<file path="config.mk">
export PLATFORM = sky130hd
export DESIGN_NAME = muldiv_unit
export DESIGN_NICKNAME = d
export VERILOG_FILES = /design/src/rtl/muldiv_pkg.sv /design/src/rtl/muldiv_negate.sv /design/src/rtl/muldiv_unit.sv
export SDC_FILE = /design/constraint.sdc
export NUM_CORES = 1
export LEC_CHECK = 0
export CAP_MARGIN = 20
export CELL_PAD_IN_SITES_DETAIL_PLACEMENT = 1
export CELL_PAD_IN_SITES_GLOBAL_PLACEMENT = 2
export CORE_MARGIN = 5
export CORE_UTILIZATION = 33
export CTS_CLUSTER_SIZE = 28
export DETAILED_ROUTE_END_ITERATION = 8
export PLACE_DENSITY_LB_ADDON = 0.1
export SLEW_MARGIN = 20
export SYNTH_ARGS = -nofsm -noshare
export SYNTH_HDL_FRONTEND = slang
export SYNTH_HIERARCHICAL = 1
export SYNTH_SLANG_ARGS = --single-unit
</file>
<file path="constraint.sdc">
create_clock -name clk -period 3.3 [get_ports clk]
set_input_delay 0.99 -clock clk [delete_from_list [all_inputs] [get_ports clk]]
set_output_delay 0.99 -clock clk [all_outputs]
set_load 0.03 [all_outputs]
</file>
<file path="src/rtl/muldiv_pkg.sv">
// Shared encodings for the iterative multiply/divide engine and the ALU
// decode that selects its operation.
package muldiv_pkg;

    localparam logic [1:0] OP_MULTU = 2'b00;
    localparam logic [1:0] OP_MULT  = 2'b01;
    localparam logic [1:0] OP_DIVU  = 2'b10;
    localparam logic [1:0] OP_DIV   = 2'b11;

    typedef enum logic [1:0] {
        S_IDLE,
        S_CALC,
        S_FIX
    } state_t;

    // ALU function codes; op is decoded from these upstream
    localparam logic [5:0] MFHI  = 6'd16;
    localparam logic [5:0] MFLO  = 6'd18;
    localparam logic [5:0] MULT  = 6'd24;
    localparam logic [5:0] MULTU = 6'd25;
    localparam logic [5:0] DIV   = 6'd26;
    localparam logic [5:0] DIVU  = 6'd27;

endpackage

</file>
<file path="src/rtl/muldiv_negate.sv">
// Conditional two's complement, shared by operand abs and result sign fixup.
module muldiv_negate #(
    parameter int W = 32
) (
    input  logic [W-1:0] a,
    input  logic         neg,
    output logic [W-1:0] y
);

    assign y = neg ? (~a + W'(1)) : a;

endmodule

</file>
<file path="src/rtl/muldiv_unit.sv">
// Iterative signed/unsigned multiply (shift-add) and restoring divide with
// start/busy/done handshake and architectural HI/LO registers.
module muldiv_unit
    import muldiv_pkg::*;
#(
    parameter int WIDTH = 32
) (
    input  logic             clk,
    input  logic             reset,
    input  logic             start,
    input  logic [1:0]       op,
    input  logic [WIDTH-1:0] dataA,
    input  logic [WIDTH-1:0] dataB,
    output logic             busy,
    output logic             done,
    output logic             div_by_zero,
    output logic [WIDTH-1:0] hi,
    output logic [WIDTH-1:0] lo
);

    localparam int CNT_W = $clog2(WIDTH + 1);

    state_t             state, state_nxt;
    logic [CNT_W-1:0]   cnt;
    logic               is_div, res_neg, rem_neg, dz;
    logic [2*WIDTH-1:0] acc;
    logic [WIDTH-1:0]   opb;

    logic               accept;
    logic [WIDTH-1:0]   abs_a, abs_b;
    logic [WIDTH:0]     mul_sum, trial, diff;
    logic [2*WIDTH-1:0] mul_next, div_next, prod_fix;
    logic [WIDTH-1:0]   q_fix, r_fix;

    assign busy   = (state != S_IDLE);
    assign accept = (state == S_IDLE) && start && !done;

    muldiv_negate #(.W(WIDTH)) u_abs_a (.a(dataA), .neg(op[0] & dataA[WIDTH-1]), .y(abs_a));
    muldiv_negate #(.W(WIDTH)) u_abs_b (.a(dataB), .neg(op[0] & dataB[WIDTH-1]), .y(abs_b));

    // Multiply: acc = {partial product, remaining multiplier bits}
    assign mul_sum  = {1'b0, acc[2*WIDTH-1:WIDTH]} + {1'b0, (acc[0] ? opb : {WIDTH{1'b0}})};
    assign mul_next = {mul_sum, acc[WIDTH-1:1]};

    // Divide: acc = {partial remainder, dividend bits shifting into quotient}
    assign trial    = {acc[2*WIDTH-1:WIDTH], acc[WIDTH-1]};
    assign diff     = trial - {1'b0, opb};
    assign div_next = diff[WIDTH]
                    ? {trial[WIDTH-1:0], acc[WIDTH-2:0], 1'b0}
                    : {diff[WIDTH-1:0],  acc[WIDTH-2:0], 1'b1};

    muldiv_negate #(.W(2*WIDTH)) u_fix_p (.a(acc), .neg(res_neg), .y(prod_fix));
    muldiv_negate #(.W(WIDTH))   u_fix_q (.a(acc[WIDTH-1:0]), .neg(res_neg), .y(q_fix));
    muldiv_negate #(.W(WIDTH))   u_fix_r (.a(acc[2*WIDTH-1:WIDTH]), .neg(rem_neg), .y(r_fix));

    always_ff @(posedge clk or negedge reset) begin
        if (!reset) state <= S_IDLE;
        else        state <= state_nxt;
    end

    always_comb begin
        state_nxt = state;
        case (state)
            S_IDLE:  if (accept) state_nxt = S_CALC;
            S_CALC:  if (cnt == CNT_W'(1)) state_nxt = S_FIX;
            S_FIX:   state_nxt = S_IDLE;
            default: state_nxt = S_IDLE;
        endcase
    end

    always_ff @(posedge clk or negedge reset) begin
        if (!reset) begin
            cnt         <= '0;
            is_div      <= 1'b0;
            res_neg     <= 1'b0;
            rem_neg     <= 1'b0;
            dz          <= 1'b0;
            acc         <= '0;
            opb         <= '0;
            done        <= 1'b0;
            div_by_zero <= 1'b0;
            hi          <= '0;
            lo          <= '0;
        end else begin
            done <= 1'b0;
            case (state)
                S_IDLE: if (accept) begin
                    cnt     <= CNT_W'(WIDTH);
                    is_div  <= op[1];
                    res_neg <= op[0] & (dataA[WIDTH-1] ^ dataB[WIDTH-1]);
                    rem_neg <= op[0] & dataA[WIDTH-1];
                    dz      <= op[1] & (dataB == '0);
                    acc     <= {{WIDTH{1'b0}}, (op[1] ? abs_a : abs_b)};
                    opb     <= op[1] ? abs_b : abs_a;
                end
                S_CALC: begin
                    cnt <= cnt - CNT_W'(1);
                    acc <= is_div ? div_next : mul_next;
                end
                S_FIX: begin
                    done        <= 1'b1;
                    div_by_zero <= dz;
                    if (is_div) begin
                        // a zero divisor leaves the remainder equal to the dividend
                        hi <= r_fix;
                        lo <= dz ? {WIDTH{1'b1}} : q_fix;
                    end else begin
                        {hi, lo} <= prod_fix;
                    end
                end
                default: ;
            endcase
        end
    end

endmodule

</file>
==> results.md, run 1 <==
- Clock-pin slew on the worst setup and hold paths: 0.07 ns
- TritonCTS Buffers: 17
- CTS tree: yes
- Gr ovfl total: 0
- R2R setup slack: ~0.11 ns
- Placed cells: 2,995
- Die ar.: about 57,000 um2
- Core area: 51,300 um2
- Most instantiated library cell after synthesis: nand2_1
- Net Count, Synth: 2,181
- CP startpoint kind: flop
- Crit Path Category: flop to flop
- Total vias in the final route: 16,800
- Critical Path End Type: flop
- Final setup viols: 0
- H-Tree Depth: 4
- Worst r2r dst: acc[46]
- Initial drt markers: 945
- Yosys top cell by area: dfrtp_1
- Pwr/cell area: 1140 nW/um2
- FMAX: 0.313 GHz
- Syn Area/Cell: 8.39 um2
- Final Non-Filler Cells: about 3,000
- CTS Sinks: 174
- IO Port Bufs: between 100 and 150
- DR WL/cell: about 22 um
- First-pass GRT wire length: 104,000 um
- Worst VDD drop: 0.000467 V
- Layout cell share with drive strength beyond 1: 17.6%
- Status: completed
- Synth area leaders: dfrtp_1 (25%), xnor2_1 (11%), mux2i_1 (8.0%), o21ai_0 (6.5%), nand2_1 (5.7%)
- Tot GR Track Use: 23.3%
- Max Fanout on Critical Path: 7
- HPWL Detailed: between 50,000 and 60,000 um
- Commonest cells post-synth: nand2_1 (260), o21ai_0 (222), xnor2_1 (210)
- Top cell type's share of synthesized area: 25.4%
- Synth cell types: 92
- YS warnings: 6
- Leak Pwr: approximately 9 nW
- First-pass DRT Iterations: 5
- Area Overhead vs Synth: 27.2%
- #FFs+latches synth: 174
- Fin nets: 2,489
- Cell Area, Synth: 17,100 um2
- Fin crit share: 96.8%
- Reg2reg path depth: 14
- DRC Markers: 0
- Slew Viols, Final: 0
- Routed vias/inst: about 5.5
- Largest net degree at the start of global routing: 66
- Post-route setup slack: 0.106 ns
- CP Data Required Time: around 3.7 ns
- Row count: 83
- Initial antenna violation count: 0
- Pin slew with the least headroom to its limit: 1.06 ns
- Post-route cell area: 21,800 um2
- Post-detailed-route count of antenna-violating nets: 0
- Fill count: approximately 6,100
- Final min period: about 3.2 ns
- Synth Flop Type: dfrtp_1
- Utilization after layout: a little over two fifths
- Post-Syn Instances: 2,039
- RSZ-0062 raised after global routing: true
- Number of synthesized flops with an enable pin: 0
- Chip width: approximately 240 um
- Sequential share of the synthesized area: 25.4%
- Slew headroom: 29.0%
- Critical Path AT: 3.56 ns
- Clock Skews: 0.0121 ns
- Vias in the first global route: 17,300
- # hold bufs at CTS: 0
- Top Ports: 136
- R2r startpoint: opb[0]
- Max Cap Viol: 0
- Final wirelength: 67,700 um
- Fin. Hold Viols: 0
- Starting Density: 33.4%
- Die Ht: 238 um
- RePlAce Congestion: 0.893
- Root Buffer: clkbuf_16
- Clock Path Buffers: 2
- Total placed instance area: 20,900 um2
- Ys async rst share: 100%
- HP Class: primary input to asynchronous set/reset pin
- Dpl ws: -0.242 ns
- WHS: about 0.44 ns
- Skew-Pair Late Insertion Delay: 0.50 ns
[worst max path at each step]
stage              start  endpoint  slack [ns]  cells after the start
3_3_place_gp   dataA[18]   acc[30]       -0.13                      9
3_5_place_dp    dataB[1]   acc[29]       -0.24                     11
5_1_grt           opb[0]   acc[46]       -0.05                     14
6_report          opb[0]   acc[46]        0.11                     14
4_1_cts           acc[0]   acc[62]       -0.03                     13
2_1_floorplan     acc[0]   acc[62]        0.12                     13
[worst max-delay path, stage by stage (launching register included)]
cell	delay, ns
dfrtp_1	0.40
buf_4	0.14
ha_2	0.17
fa_2	0.37
nor2b_4	0.16
o2111ai_4	0.15
a311oi_4	0.35
o21ai_2	0.12
a31oi_4	0.27
xnor2_4	0.13
buf_12	0.17
buf_4	0.16
nand2_1	0.06
o21ai_1	0.06
a221o_1	0.33
[metal layers]
layer	share of wire (%)	up-vias	GRT usage, %
met4	2.5	0	6.30
li1	-	8131	-
met3	2.6	62	3.02
met5	0	-	0
met2	48	238	39.2
met1	47	8397	31.6
[per-stage QoR]
step	power (W)	setup TNS, ns
final	0.0248	0
after global routing	0.0268	-0.342
after CTS	0.0241	-0.0324
after detailed placement	0.0219	-1.62
after global placement	0.0216	-0.642
after floorplan	0.0155	0
[cell type report]
type                       count  area [um2]  share of cell area (%)
sequential                   174        4360                    20.0
inverter                      62         233                    1.07
antenna                        1        2.50                  0.0115
clock buffer                  20         447                    2.05
timing repair buffer         402        3500                    16.1
tap                          680         851                    3.91
clock inverter                12         129                   0.592
multi-input combinational   1690       12200                    56.3
[layout by cell type, fill, tap and decap left out, types with 17 or more instances in the layout]
| cell type | netlist | routed |
|---|---|---|
| clkbuf_16 | 0 | 18 |
| nor4_4 | 17 | 17 |
| xor2_1 | 23 | 23 |
| xnor2_1 | 210 | 209 |
| and2_1 | 41 | 40 |
| o41ai_1 | 30 | 30 |
| nor4_1 | 17 | 17 |
| nand3_1 | 32 | 32 |
| nand2_1 | 260 | 260 |
| o211ai_1 | 36 | 36 |
| o31ai_1 | 57 | 56 |
| a21o_1 | 31 | 31 |
| nor2_1 | 60 | 59 |
| buf_4 | 5 | 253 |
| ha_1 | 71 | 67 |
| clkdlybuf4s50_1 | 0 | 133 |
| mux2i_1 | 136 | 136 |
| o21ai_0 | 222 | 219 |
| o22ai_1 | 34 | 34 |
| nor3_1 | 26 | 26 |
| inv_1 | 62 | 62 |
| o41ai_2 | 20 | 20 |
| o21ai_1 | 23 | 26 |
| nand4_1 | 23 | 23 |
| a21oi_1 | 75 | 73 |
| dfrtp_1 | 174 | 171 |
| nand2b_1 | 28 | 26 |
[power by group]
part / leakage (nW) / internal (W) / total [W] / switching (W)
clock: 0.275 / 0.00108 / 0.00207 / 0.000995
combinational: 6.37 / 0.00787 / 0.0187 / 0.0108
sequential: 2.22 / 0.00309 / 0.00408 / 0.000994
[cell families after synthesis]
group                      share of synthesized area (%)
DFF                                                 25.4
muxes                                               7.95
AOI/OAI and AO/OA                                   24.9
buffers and inverters                               4.17
adders and majority gates                           5.42
and+or+nand+nor                                     20.1
xor gates and xnor gates                            12.0
[state kept, by name (all words and copies together) (netlist names)]
| signal | cells |
|---|---|
| div_by_zero | 1 |
| dz | 1 |
| lo | 32 |
| hi | 32 |
| is_div | 1 |
| cnt | 6 |
| rem_neg | 1 |
| opb | 32 |
| res_neg | 1 |
| done | 1 |
| state | 2 |
| acc | 64 |
[what timing repair did]
action,4_1_cts,5_1_grt
gates resized for setup,5,32
endpoints found under the setup margin,14,23
pin swaps,4,12
cloned,0,2
setup buffers,0,12
(Power assumes the default switching activity.)
==> run 2: changes to the inputs <==
--- a/config.mk
+++ b/config.mk
@@ -12,7 +12,7 @@
 export CORE_UTILIZATION = 33
 export CTS_CLUSTER_SIZE = 28
 export DETAILED_ROUTE_END_ITERATION = 8
-export PLACE_DENSITY_LB_ADDON = 0.1
+export PLACE_DENSITY = 0.88
 export SLEW_MARGIN = 20
 export SYNTH_ARGS = -nofsm -noshare
 export SYNTH_HDL_FRONTEND = slang
==> results.md, run 2 (same netlist as run 1, synthesis figures left out) <==
- Area Overhead vs Synth: 24.6% (was 27.2%)
- Top reg by flops: acc (unchanged)
- Pwr Total: 0.0243 W (was 0.0248 W)
- Final min period: 3.22 ns (was 3.19 ns)
- TNS Setup: 0 ns (unchanged)
- CTS Sinks: 174 (unchanged)
- CP Data Required Time: 3.68 ns (was 3.67 ns)
- Die Ht: 238 um (unchanged)
- Largest net degree at the start of global routing: 98 (was 66)
- Gr ovfl total: 0 (unchanged)
- Crit Path Category: flop to flop (unchanged)
- DR WL/cell: 22.1 um (was 22.2 um)
- HPWL Detailed: 51,800 um (was 53,700 um)
- Critical Path End Type: flop (unchanged)
- Busiest grt layer: met2 (unchanged)
- Final setup viols: 0 (unchanged)
- Commonest non-fill, non-tap cell in the layout: nand2_1 (unchanged)
- # diodes: 0 (was 1)
- First-pass GRT wire length: 104,000 um (about the same)
- Register area: 4360 um2 (about the same)
- RePlAce Congestion: 0.973 (was 0.893)
- Post-detailed-route count of antenna-violating nets: 0 (unchanged)
- Utilization after layout: 41.6% (was 42.4%)
- Worst VDD drop: 0.000768 V (was 0.000467 V)
- Slew Viols, Final: 0 (unchanged)
- GRT met1 Usage: 29.2% (was 31.6%)
- TritonCTS Buffers: 17 (unchanged)
- Fin crit share: 97.5% (was 96.8%)
- Initial drt markers: 1,165 (was 945)
- Root Buffer: clkbuf_16 (unchanged)
- IO Port Bufs: 135 (unchanged)
- FMAX: 0.311 GHz (was 0.313 GHz)
- Final wirelength: 66,000 um (was 67,700 um)
- First-pass DRT Iterations: 5 (unchanged)
- Leak Pwr: 8.61 nW (was 8.87 nW)
- Initial antenna violation count: 0 (unchanged)
- DRC Markers: 0 (unchanged)
- Slew headroom: 30.1% (was 29.0%)
- Routed vias/inst: 5.71 (was 5.53)
- Clock Path Buffers: 2 (unchanged)
- R2R setup slack: 0.08 ns (was 0.11 ns)
- Max Fanout on Critical Path: 21 (was 7)
- Starting Density: 33.4% (unchanged)
- Fin nets: 2,438 (was 2,489)
- Pin slew with the least headroom to its limit: 1.05 ns (was 1.06 ns)
- Die ar.: 56,500 um2 (unchanged)
- Fill count: 6,149 (was 6,121)
- Tot GR Track Use: 23.0% (was 23.3%)
- Vias in the first global route: 17,900 (was 17,300)
- Multi-input gate area: 12,200 um2 (about the same)
- Global Route met2 Usage: 39.8% (was 39.2%)
- HP Class: primary input to asynchronous set/reset pin (unchanged)
- Post-route cell area: 21,300 um2 (was 21,800 um2)
- Most frequent cells in the layout: nand2_1 (260), o21ai_0 (220), xnor2_1 (209) (was nand2_1 (260), buf_4 (253), o21ai_0 (219))
- CP startpoint kind: flop (unchanged)
- Skew-Pair Late Insertion Delay: 0.50 ns (about the same)
- RSZ-0062 raised after global routing: true (unchanged)
- M3 GR Usage: 3.10% (was 3.02%)
- Max Cap Viol: 0 (unchanged)
- Row count: 83 (unchanged)
- Total placed instance area: 20,600 um2 (was 20,900 um2)
- Worst Setup EP: acc[59] (was acc[46])
- Clock-pin slew on the worst setup and hold paths: 0.08 ns (was 0.07 ns)
- CTS tree: yes (unchanged)
- Top Ports: 136 (unchanged)
- Chip width: 238 um (unchanged)
- Max reg flops: 64 (unchanged)
- Total vias in the final route: 17,100 (was 16,800)
- Pwr/cell area: 1140 nW/um2 (about the same)
- Reg2reg path depth: 13 (was 14)
- Clock Skews: 0.0201 ns (was 0.0121 ns)
- Status: completed (unchanged)
- Layout cell share with drive strength beyond 1: 15.9% (was 17.6%)
- Fin. Hold Viols: 0 (unchanged)
- Critical Path AT: 3.60 ns (was 3.56 ns)
- Worst r2r dst: acc[59] (was acc[46])
- Core area: 51,300 um2 (unchanged)
- H-Tree Depth: 4 (unchanged)
- R2r startpoint: acc[0] (was opb[0])
- Crit path from: acc[0] (was opb[0])
==> run 2: cell types whose count changed in the layout (fill, tap and decap cells not counted), moves of 2 or more <==
cell,before,now
clkinv_4,5,1
a21oi_1,73,70
inv_6,2,5
a21oi_2,2,5
ha_4,1,3
inv_8,2,4
buf_4,253,204
clkbuf_1,2,0
clkinv_2,0,2
==> run 2: worst min path at each step <==
stage               cells after the start      end    from
floorplan                               1   cnt[5]  cnt[5]
global placement                        1   cnt[5]  cnt[5]
detailed placement                      2    hi[0]   hi[0]
CTS                                     1  acc[32]   reset
global route                            1  acc[14]   reset
finish                                  1  acc[26]   reset
==> run 2: cell type report <==
| cell class | instances | share of cell area, % |
|---|---|---|
| Multi-Input combinational cell | 1690 | 57.2 |
| Timing Repair Buffer | 351 | 14.6 |
| Inverter | 62 | 1.09 |
| Clock inverter | 14 | 0.680 |
| Sequential cell | 174 | 20.4 |
| Clock buffer | 17 | 1.99 |
| Tap cell | 680 | 3.99 |
==> run 2: where the power goes <==
part / leakage (nW) / switching (W) / total, W / internal, W
combinational: 6.10 / 0.0107 / 0.0181 / 0.00741
clock: 0.283 / 0.00104 / 0.00210 / 0.00106
sequential: 2.23 / 0.000984 / 0.00407 / 0.00309
total: 8.61 / 0.0127 / 0.0243 / 0.0116
==> run 2: critical path: stages (launching register included) <==
cell and delay, ns:
dfrtp_1 0.42, buf_4 0.19, buf_4 0.20, and2_1 0.16, ha_1 0.22, a2111oi_2 0.29
o21ai_1 0.21, nand2_1 0.10, nand2_1 0.08, a41o_1 0.29, a311o_1 0.40, a31oi_1 0.22
xnor2_1 0.10, o211a_1 0.21
==> run 2: through the flow <==
stage,setup WS [ns],hold slack [ns],instances
global route,-0.0735,0.451,2988
global placement,-0.146,0.463,2954
floorplan,0.119,0.446,2039
detailed placement,-0.124,0.473,2954
finish,0.0838,0.444,2988
CTS,0.0128,0.425,2987
==> run 2: repair_timing <==
item,in CTS,in global routing
gates resized for setup,3,27
cloned,0,0
setup buffers,2,1
hold buffers,0,0
pin swaps,2,6
endpoints found under the setup margin,15,25
==> run 2: layer usage <==
layer,vias up,routed length [um]
met1,8549,28500
met2,392,32700
met4,0,2420
met5,-,0
met3,105,2280
li1,8030,-
